## src/rtl/vgen_flash_player.sv

```systemverilog
// Animated flash video generator: streams cfg_n_frames frames from SPI flash,
// one panel row per flash read, expands RGB888/RGB565 pixels and writes them
// into the hub75 frame-buffer write port with row commits and frame swaps.
module vgen_flash_player #(
  parameter int N_BANKS  = 2,
  parameter int N_ROWS   = 32,
  parameter int N_COLS   = 64,
  parameter int N_PLANES = 8,
  parameter int ADDR_W   = 24,
  localparam int R       = N_BANKS * N_ROWS,
  localparam int ROW_W   = (R > 1) ? $clog2(R) : 1,
  localparam int COL_W   = (N_COLS > 1) ? $clog2(N_COLS) : 1
) (
  input  logic                  clk,
  input  logic                  rst,
  input  logic                  cfg_en,
  input  logic [ADDR_W-1:0]     cfg_base_addr,
  input  logic [7:0]            cfg_n_frames,
  input  logic                  cfg_fmt,
  input  logic                  cfg_loop,
  input  logic [15:0]           cfg_hold,
  output logic [ADDR_W-1:0]     sr_addr,
  output logic [15:0]           sr_len,
  output logic                  sr_go,
  input  logic                  sr_rdy,
  input  logic [7:0]            sr_data,
  input  logic                  sr_valid,
  output logic [ROW_W-1:0]      fbw_row_addr,
  output logic [COL_W-1:0]      fbw_col_addr,
  output logic [3*N_PLANES-1:0] fbw_data,
  output logic                  fbw_wren,
  output logic                  fbw_row_store,
  output logic                  fbw_row_swap,
  input  logic                  fbw_row_rdy,
  output logic                  frame_swap,
  input  logic                  frame_rdy,
  output logic [7:0]            status_frame,
  output logic                  status_done
);

  typedef enum logic [2:0] {
    S_IDLE, S_REQ, S_DATA, S_STORE, S_FSWAP, S_NEXT, S_DONE
  } state_e;

  state_e                state_q;
  logic [ADDR_W-1:0]     base_q, addr_q, sr_addr_q;
  logic [7:0]            n_frames_q, frame_q;
  logic                  fmt_q, loop_q;
  logic [ROW_W-1:0]      row_q, fbw_row_addr_q;
  logic [COL_W-1:0]      col_q, fbw_col_addr_q;
  logic [1:0]            byte_q;
  logic [15:0]           pix_q, hold_q, sr_len_q;
  logic [3*N_PLANES-1:0] fbw_data_q;
  logic                  sr_go_q, fbw_wren_q, fbw_row_store_q, frame_swap_q, status_done_q;

  // Row size in bytes for the latched format; constants selected, no multiplier.
  logic [15:0] row_bytes;
  logic        last_byte;
  logic [23:0] pixel_in;
  assign row_bytes = fmt_q ? 16'(2 * N_COLS) : 16'(3 * N_COLS);
  assign last_byte = (byte_q == (fmt_q ? 2'd1 : 2'd2));
  // Bytes already shifted in plus the byte arriving now; RGB565 uses the low 16 bits.
  assign pixel_in  = {pix_q, sr_data};

  logic [7:0]            r8, g8, b8;
  logic [3*N_PLANES-1:0] pix_exp;

  // Expand the assembled pixel to 8 bits per channel, then keep the top N_PLANES bits.
  always_comb begin
    // NOTE: every always_comb output gets a default first so no path can infer a latch.
    r8 = 8'd0;
    g8 = 8'd0;
    b8 = 8'd0;
    if (fmt_q) begin
      r8 = {pixel_in[15:11], pixel_in[15:13]};
      g8 = {pixel_in[10:5],  pixel_in[10:9]};
      b8 = {pixel_in[4:0],   pixel_in[4:2]};
    end else begin
      {r8, g8, b8} = pixel_in;
    end
    pix_exp = {r8[7 -: N_PLANES], g8[7 -: N_PLANES], b8[7 -: N_PLANES]};
  end

  // Playback sequencer: flash requests, pixel writes, row commits and frame swaps.
  always_ff @(posedge clk) begin
    // NOTE: sequential state uses non-blocking assignments so every register sees pre-edge values.
    if (rst) begin
      state_q         <= S_IDLE;
      base_q          <= '0;
      addr_q          <= '0;
      n_frames_q      <= 8'd1;
      frame_q         <= 8'd0;
      fmt_q           <= 1'b0;
      loop_q          <= 1'b0;
      row_q           <= '0;
      col_q           <= '0;
      byte_q          <= 2'd0;
      pix_q           <= 16'd0;
      hold_q          <= 16'd0;
      sr_addr_q       <= '0;
      sr_len_q        <= 16'd0;
      sr_go_q         <= 1'b0;
      fbw_row_addr_q  <= '0;
      fbw_col_addr_q  <= '0;
      fbw_data_q      <= '0;
      fbw_wren_q      <= 1'b0;
      fbw_row_store_q <= 1'b0;
      frame_swap_q    <= 1'b0;
      status_done_q   <= 1'b0;
    end else begin
      // Pulses last exactly one cycle unless re-asserted below.
      sr_go_q         <= 1'b0;
      fbw_wren_q      <= 1'b0;
      fbw_row_store_q <= 1'b0;
      frame_swap_q    <= 1'b0;
      if (hold_q != 16'd0) hold_q <= hold_q - 16'd1;

      case (state_q)
        S_IDLE: begin
          status_done_q <= 1'b0;
          if (cfg_en) begin
            base_q     <= cfg_base_addr;
            n_frames_q <= (cfg_n_frames == 8'd0) ? 8'd1 : cfg_n_frames;
            fmt_q      <= cfg_fmt;
            loop_q     <= cfg_loop;
            addr_q     <= cfg_base_addr;
            row_q      <= '0;
            frame_q    <= 8'd0;
            state_q    <= S_REQ;
          end
        end
        S_REQ: begin
          if (sr_rdy) begin
            sr_go_q   <= 1'b1;
            sr_addr_q <= addr_q;
            sr_len_q  <= row_bytes - 16'd1;
            col_q     <= '0;
            byte_q    <= 2'd0;
            state_q   <= S_DATA;
          end
        end
        S_DATA: begin
          if (sr_valid) begin
            pix_q <= pixel_in[15:0];
            if (last_byte) begin
              byte_q         <= 2'd0;
              fbw_wren_q     <= 1'b1;
              fbw_data_q     <= pix_exp;
              fbw_col_addr_q <= col_q;
              fbw_row_addr_q <= row_q;
              col_q          <= col_q + COL_W'(1);
              if (col_q == COL_W'(N_COLS - 1)) state_q <= S_STORE;
            end else begin
              byte_q <= byte_q + 2'd1;
            end
          end
        end
        S_STORE: begin
          if (fbw_row_rdy) begin
            fbw_row_store_q <= 1'b1;
            fbw_row_addr_q  <= row_q;
            addr_q          <= addr_q + ADDR_W'(row_bytes);
            if (row_q == ROW_W'(R - 1)) begin
              state_q <= S_FSWAP;
            end else begin
              row_q   <= row_q + ROW_W'(1);
              state_q <= S_REQ;
            end
          end
        end
        S_FSWAP: begin
          if ((hold_q == 16'd0) && frame_rdy) begin
            frame_swap_q <= 1'b1;
            hold_q       <= cfg_hold;
            state_q      <= S_NEXT;
          end
        end
        S_NEXT: begin
          if (frame_q < n_frames_q - 8'd1) begin
            frame_q <= frame_q + 8'd1;
            row_q   <= '0;
            state_q <= S_REQ;
          end else if (loop_q && cfg_en) begin
            base_q     <= cfg_base_addr;
            n_frames_q <= (cfg_n_frames == 8'd0) ? 8'd1 : cfg_n_frames;
            fmt_q      <= cfg_fmt;
            loop_q     <= cfg_loop;
            addr_q     <= cfg_base_addr;
            frame_q    <= 8'd0;
            row_q      <= '0;
            state_q    <= S_REQ;
          end else if (!loop_q) begin
            status_done_q <= 1'b1;
            state_q       <= S_DONE;
          end else begin
            state_q <= S_IDLE;
          end
        end
        S_DONE: begin
          if (!cfg_en) begin
            status_done_q <= 1'b0;
            state_q       <= S_IDLE;
          end
        end
        default: state_q <= S_IDLE;
      endcase
    end
  end

  assign sr_addr       = sr_addr_q;
  assign sr_len        = sr_len_q;
  assign sr_go         = sr_go_q;
  assign fbw_row_addr  = fbw_row_addr_q;
  assign fbw_col_addr  = fbw_col_addr_q;
  assign fbw_data      = fbw_data_q;
  assign fbw_wren      = fbw_wren_q;
  assign fbw_row_store = fbw_row_store_q;
  assign fbw_row_swap  = fbw_row_store_q;
  assign frame_swap    = frame_swap_q;
  assign status_frame  = frame_q;
  assign status_done   = status_done_q;

endmodule

```

## config.mk

```make
export PLATFORM = sky130hd
export DESIGN_NAME = vgen_flash_player
export DESIGN_NICKNAME = d
export VERILOG_FILES = /design/src/rtl/vgen_flash_player.sv
export SDC_FILE = /design/constraint.sdc
export NUM_CORES = 1
export LEC_CHECK = 0
export ABC_AREA = 1
export CAP_MARGIN = 20
export CORE_ASPECT_RATIO = 1.75
export CORE_MARGIN = 10
export CORE_UTILIZATION = 38
export DETAILED_ROUTE_END_ITERATION = 12
export PLACE_DENSITY = 0.67
export SYNTH_ARGS = -nofsm -noshare
export SYNTH_HDL_FRONTEND = slang
export SYNTH_SLANG_ARGS = --single-unit
```

## constraint.sdc

```tcl
create_clock -name clk -period 2.6 [get_ports clk]
set_input_delay 0.65 -clock clk [delete_from_list [all_inputs] [get_ports clk]]
set_output_delay 0.65 -clock clk [all_outputs]
set_load 0.005 [all_outputs]
```

# Word level (Yosys, flattened, before mapping)
# Index checks and enable logic that the tools add are counted.
[totals] input_bits=65 out_inout_bits=90 wordCells=155 regBits=172
[op_classes] n_eq_ne=23 reduce_logical=27 n_bitwise=5 n_addsub=8 muxes=70 magnitude_cmp=1
[ops] op="2-to-1 mux 24 bit" n=4
[ops] op="2-to-1 mux 8 bit" n=10
[ops] op="case mux 24 bit (3 select lines)" n=1
[ops] op="2-to-1 mux 6 bit" n=11
[ops] op="2-to-1 mux 16 bit" n=3
[ops] op="2-to-1 mux 3 bit" n=12
[ops] op="case mux 8 bit (2 select lines)" n=2
[ops] op="inequality test 2 bit, second input constant" n=13
[ops] op="adder 24 x 8 -> 24 bit" n=1
[ops] op="case mux 6 bit (2 select lines)" n=2
[ops] op="case mux 3 bit (7 select lines)" n=1
[ops] op="case mux 6 bit (3 select lines)" n=1
[ops] op="logical NOT 16 bit" n=1
[ops] op="nonzero test 16 bit" n=1
[ops] op="subtractor 16 x 1 -> 16 bit, second input constant" n=1
[ops] op="AND reduction 5 bit" n=3
[ops] op="2-to-1 mux 1 bit" n=14
[ops] op="adder 6 x 1 -> 6 bit, second input constant" n=2
[ops] op="== test 6 bit, second input constant" n=2
[ops] op="AND reduction 4 bit" n=3
[ops] op="== test 3 bit, second input constant" n=3
[ops] op="AND reduction 3 bit" n=3
[ops] op="subtractor 8 x 1 -> 9 bit, second input constant" n=1
[ops] op="adder 8 x 1 -> 8 bit, second input constant" n=1
[ops] op="22 further kinds" n=38

# Depth between registers and ports, before layout
[depth] depth_word=5 mapped_depth=17 depth_no_buf=15

# Worst setup path before layout
# Ideal clock, no wire load.
[synth_path] path_type="register to register" start="register n_frames_q[2]" end="register frame_q[0] (netlist: status_frame[0])" synth_period_minus_slack_ns=2.270 n_path_buf=0 slack_ns=0.330 t_required_ns=2.484 setup_ns=0.116 stages_incl_launch_ff=13 arrival_time_ns=2.154 cell_sequence="dfxtp_1 nor2_1 nand4_1 nor3_1 xor2_1 ha_1 a21oi_1 o21a_1 nand2_1 nand2_1 nand3_1 o21ai_0 inv_1"
[synth_via] elab_chain_cells=4 word_cells_on_any_way=6 cone_classes="add/sub: 1; order compare: 1; eq/ne: 1; mux: 2; reduce/logical: 1"
[synth_rtl] item="start: declaration" line="47" rtl="logic [7:0] n_frames_q, frame_q;"
[synth_rtl] item="start signal: assignment" line="123" rtl="n_frames_q <= (cfg_n_frames == 8'd0) ? 8'd1 : cfg_n_frames;"
[synth_rtl] item="start signal: assignment" line="185" rtl="n_frames_q <= (cfg_n_frames == 8'd0) ? 8'd1 : cfg_n_frames;"
[synth_rtl] item="subtractor 8 x 1 -> 8 bit *" line="179" rtl="if (frame_q < n_frames_q - 8'd1) begin"
[synth_rtl] item="less-than comparator 8 bit *" line="179"
[synth_rtl] item="inequality test 3 bit (no source line) / 2-to-1 mux 8 bit (equally long branches)"
[synth_rtl] item="AND reduction 3 bit (no source line) / case mux 8 bit (2 select lines) (equally long branches)"
[synth_rtl] item="end signal: assignment" line="180" rtl="frame_q <= frame_q + 8'd1;"
[synth_rtl] item="end: declaration" line="47"
# Mark *: on every way between the ends. The rest lies on a longest branch, timed or not.
# A chain may end at the register's enable or synchronous reset.

# Worst setup path in the final report
[layout_path] start="register n_frames_q[2]" end="register row_q[0]"
[layout_via] elab_chain_cells=4 word_cells_on_any_way=6 cone_classes="add/sub: 1; order compare: 1; eq/ne: 1; mux: 2; reduce/logical: 1"
[layout_rtl] item="subtractor 8 x 1 -> 8 bit *" line="179"
[layout_rtl] item="less-than comparator 8 bit *" line="179"
[layout_rtl] item="inequality test 3 bit (no source line) / 2-to-1 mux 6 bit (equally long branches)"
[layout_rtl] item="AND reduction 5 bit (no source line) / case mux 6 bit (3 select lines) (equally long branches)"
[layout_rtl] item="end signal: assignment" line="166" rtl="row_q <= row_q + ROW_W'(1);"
[layout_rtl] item="end: declaration" line="49" rtl="logic [ROW_W-1:0] row_q, fbw_row_addr_q;"
# Marks and branches as above.

==> summary.txt <==
Synth
  • EDFF count, synth: 0
  • Async SR Flop Fraction: 0%
  • Mapped Area: 0.00780 sq mm
  • Warnings from Yosys: 0
  • Register area share after synthesis: 40.8%
  • Synth Instances: 1127
  • Yosys reg bits: 159
  • Yosys cell types: 41
  • Syn_area_per_cell: 6.92 sq um
  • Ys flop type: dfxtp_1

Drt
  • Post-route ant nets: 0
  • WL final: 22.8 mm
  • Vias per cell: 4.93
  • DRT iter0 DRCs: 363
  • DRC viols: 0
  • Routed WL per cell: 14.9 um
  • Drt pass-1 iters: 5
  • Vias: 7517

Global route
  • Largest net degree at the start of global routing: 64
  • Vias in the first global route: 7302
  • GRT Overall Usage: 16.7%
  • First-pass GRT wire length: 36.1 mm
  • Initial antenna violation count: 3
  • Grt total ovfl: 0

Worst setup path
  • Critical path's slowest cell: dfxtp_1
  • Critical Path End Type: register
  • Reg2reg start: n_frames_q[2]
  • WP data required: 2920 ps
  • Critical path arrival: 2670 ps
  • Crit path launch type: register
  • Crit-path cells: nor2_2 -> nand4_1 -> nor3_2 -> xor2_1 -> ha_1 -> a21oi_1 -> o21a_1 -> nand2_1 -> nand2_1 -> buf_4 -> nand3_2 -> nor2_1 -> nor2_1
  • WS Path Type: reg -> reg
  • Crit path largest cell delay: 350 ps
  • Setup crit start: n_frames_q[2]
  • Crit-path max FO: 7

Clock tree
  • H-tree depth: 4
  • Post-CTS sizing: 0
  • # clock sinks: 159
  • Root Driver: clkbuf_16
  • Num CTS Buffers: 17
  • Setup bufs post-CTS: 0
  • Worst-skew pair later-pin latency: 440 ps
  • Cts hold-fix bufs: 0
  • CTS tree: done
  • Deepest clock path buffer count: 2
  • Clock transition at path regs: 70 ps

Die
  • I/O Pins: 155
  • Initial core utilization: 38.4%
  • Die ar.: 0.0269 sq mm
  • Row count: 69
  • Die height: 210 um
  • Core Region: 0.0203 sq mm
  • Die W: 128 um

STA
  • Setup TNS: 0 ps
  • RSZ-0062 raised after global routing: no
  • Final worst path period share: 90.1%
  • Fin. Hold Viols: 0
  • Fmax: 427 MHz
  • Min Clock Period, post-route: 2340 ps
  • Worst-margin pin slew: 563 ps
  • Relative slew slack: 62.3%
  • Final Max Slew Viols: 0
  • Setup-failing EPs final: 0
  • Worst Clk Skew: 9.93 ps

Placement
  • Area of placed instances: 0.00952 sq mm
  • GP Congestion: 0.868
  • Placed Cells incl. Taps: 1491
  • Detailed Place HPWL: 17.2 mm
  • # port buffers: 146

Hold path
  • Worst hold path class: reg -> reg
  • Beginning of the worst hold path: addr_q[4]

Layout
  • Post-route cell area: 0.0102 sq mm
  • Area of the multi-input gates: 0.00382 sq mm
  • Register area: 0.00318 sq mm
  • Most frequent cells in the layout: nand2_1, dfxtp_1, clkdlybuf4s50_1, inv_1, o21ai_0
  • Commonest non-fill, non-tap cell in the layout: nand2_1
  • Filler instances: 2048
  • Net count, final: 1342
  • Area Overhead vs Synth: 30.2%
  • Fin cells: 1526
  • Layout Utilization: 50.1%
  • Share of cells above drive strength 1: 6.12%

Flow run
  • Max_cap viols: 0

Power
  • Overall power: 8800 uW
  • Pwr dens: 866 mW/mm^2
  • Worst vdd ir: 595 uV
  • Leakage: 0.00415 uW

Status
  • Outcome: finished clean
final cells by class:
cell class / instances / area share [%]
Inverter: 143 / 5.28
Clock inverter: 12 / 1.58
Tap cell: 248 / 3.05
Antenna cell: 3 / 0.0739
Sequential cell: 159 / 31.3
Clock buffer: 20 / 4.30
Multi-Input combinational cell: 771 / 37.6
Timing Repair Buffer: 170 / 16.8
report_power, final:
part | total (uW) | internal [uW] | switching [uW]
sequential | 3180 | 2850 | 331
combinational | 3030 | 1180 | 1850
clock | 2590 | 1520 | 1070
total | 8800 | 5540 | 3250
Yosys cell counts (3+ instances only):
master      n  share of area (%)
a211oi_1   14                1.3
a21oi_1   105                6.7
a22o_1      6               0.67
buf_1       3               0.14
buf_2       5               0.32
buf_4      17                1.6
buf_6       3               0.43
clkbuf_1   33                1.6
dfxtp_1   159                 41
ha_1       15                2.4
inv_1     139                6.7
inv_2       3               0.14
nand2_1   242                 12
nand3_1    48                3.1
nand3_2     4               0.51
nand3b_1    5               0.48
nand4_1    17                1.4
nor2_1    113                5.4
nor3_1     15               0.96
o21ai_0   128                8.2
or2_2       3               0.24
xnor2_1     4               0.45
xor2_1     19                2.1
flip-flops by register name, summed over array words and instances, names as in the netlist, 2 cells and up:
| signal | count |
|---|---|
| n_frames_q | 8 |
| state_q | 3 |
| fbw_data | 24 |
| byte_q | 2 |
| pix_q | 16 |
| row_q | 6 |
| fbw_row_addr | 6 |
| fbw_col_addr | 6 |
| col_q | 6 |
| hold_q | 16 |
| addr_q | 24 |
| sr_addr | 24 |
| status_frame | 8 |
| sr_len | 3 |
worst max-delay path: cells and delay by family (launching register included):
kind,cells,cell delay (ps)
AOI/OAI and AO/OA,2,300
xor gates and xnor gates,1,160
adders and majority gates,1,260
buffers and inverters,1,170
DFF,1,350
and+or+nand+nor,8,990
path summary, 6_finish.rpt:
check,endpoint,slack (ps),cells past startpoint
setup / recovery,row_q[0],260,13
hold / removal,addr_q[4],440,2
setup reg to reg,row_q[0],260,13
hold reg to reg,addr_q[4],440,2
per-stage QoR:
| step | setup slack, ps | hold slack, ps |
|---|---|---|
| after global routing | 13.4 | 458 |
| after CTS | 108 | 447 |
| after floorplan | 330 | 424 |
| final | 258 | 443 |
| after detailed placement | 126 | 437 |
| after global placement | 192 | 432 |
metal layers:
metal | track usage (%) | up-vias | routed length, um
li1 | - | 3905 | -
met1 | 16.9 | 3400 | 8840
met2 | 29.2 | 176 | 11500
met3 | 5.90 | 36 | 1750
met4 | 8.42 | 0 | 639
met5 | 0 | - | 0
logic make-up (layout without fill, tap and decap cells):
logic type | Yosys count | count (layout) | synth area share [%]
simple gates | 461 | 461 | 25.2
compound gates | 264 | 264 | 18.0
flops | 159 | 159 | 40.8
other cells | 1 | 11 | 0.0481
fa+ha+maj | 15 | 15 | 2.41
xor+xnor | 23 | 23 | 2.58
buf+inv | 204 | 345 | 11.0
Note: power is estimated with default switching activity, not from simulation.
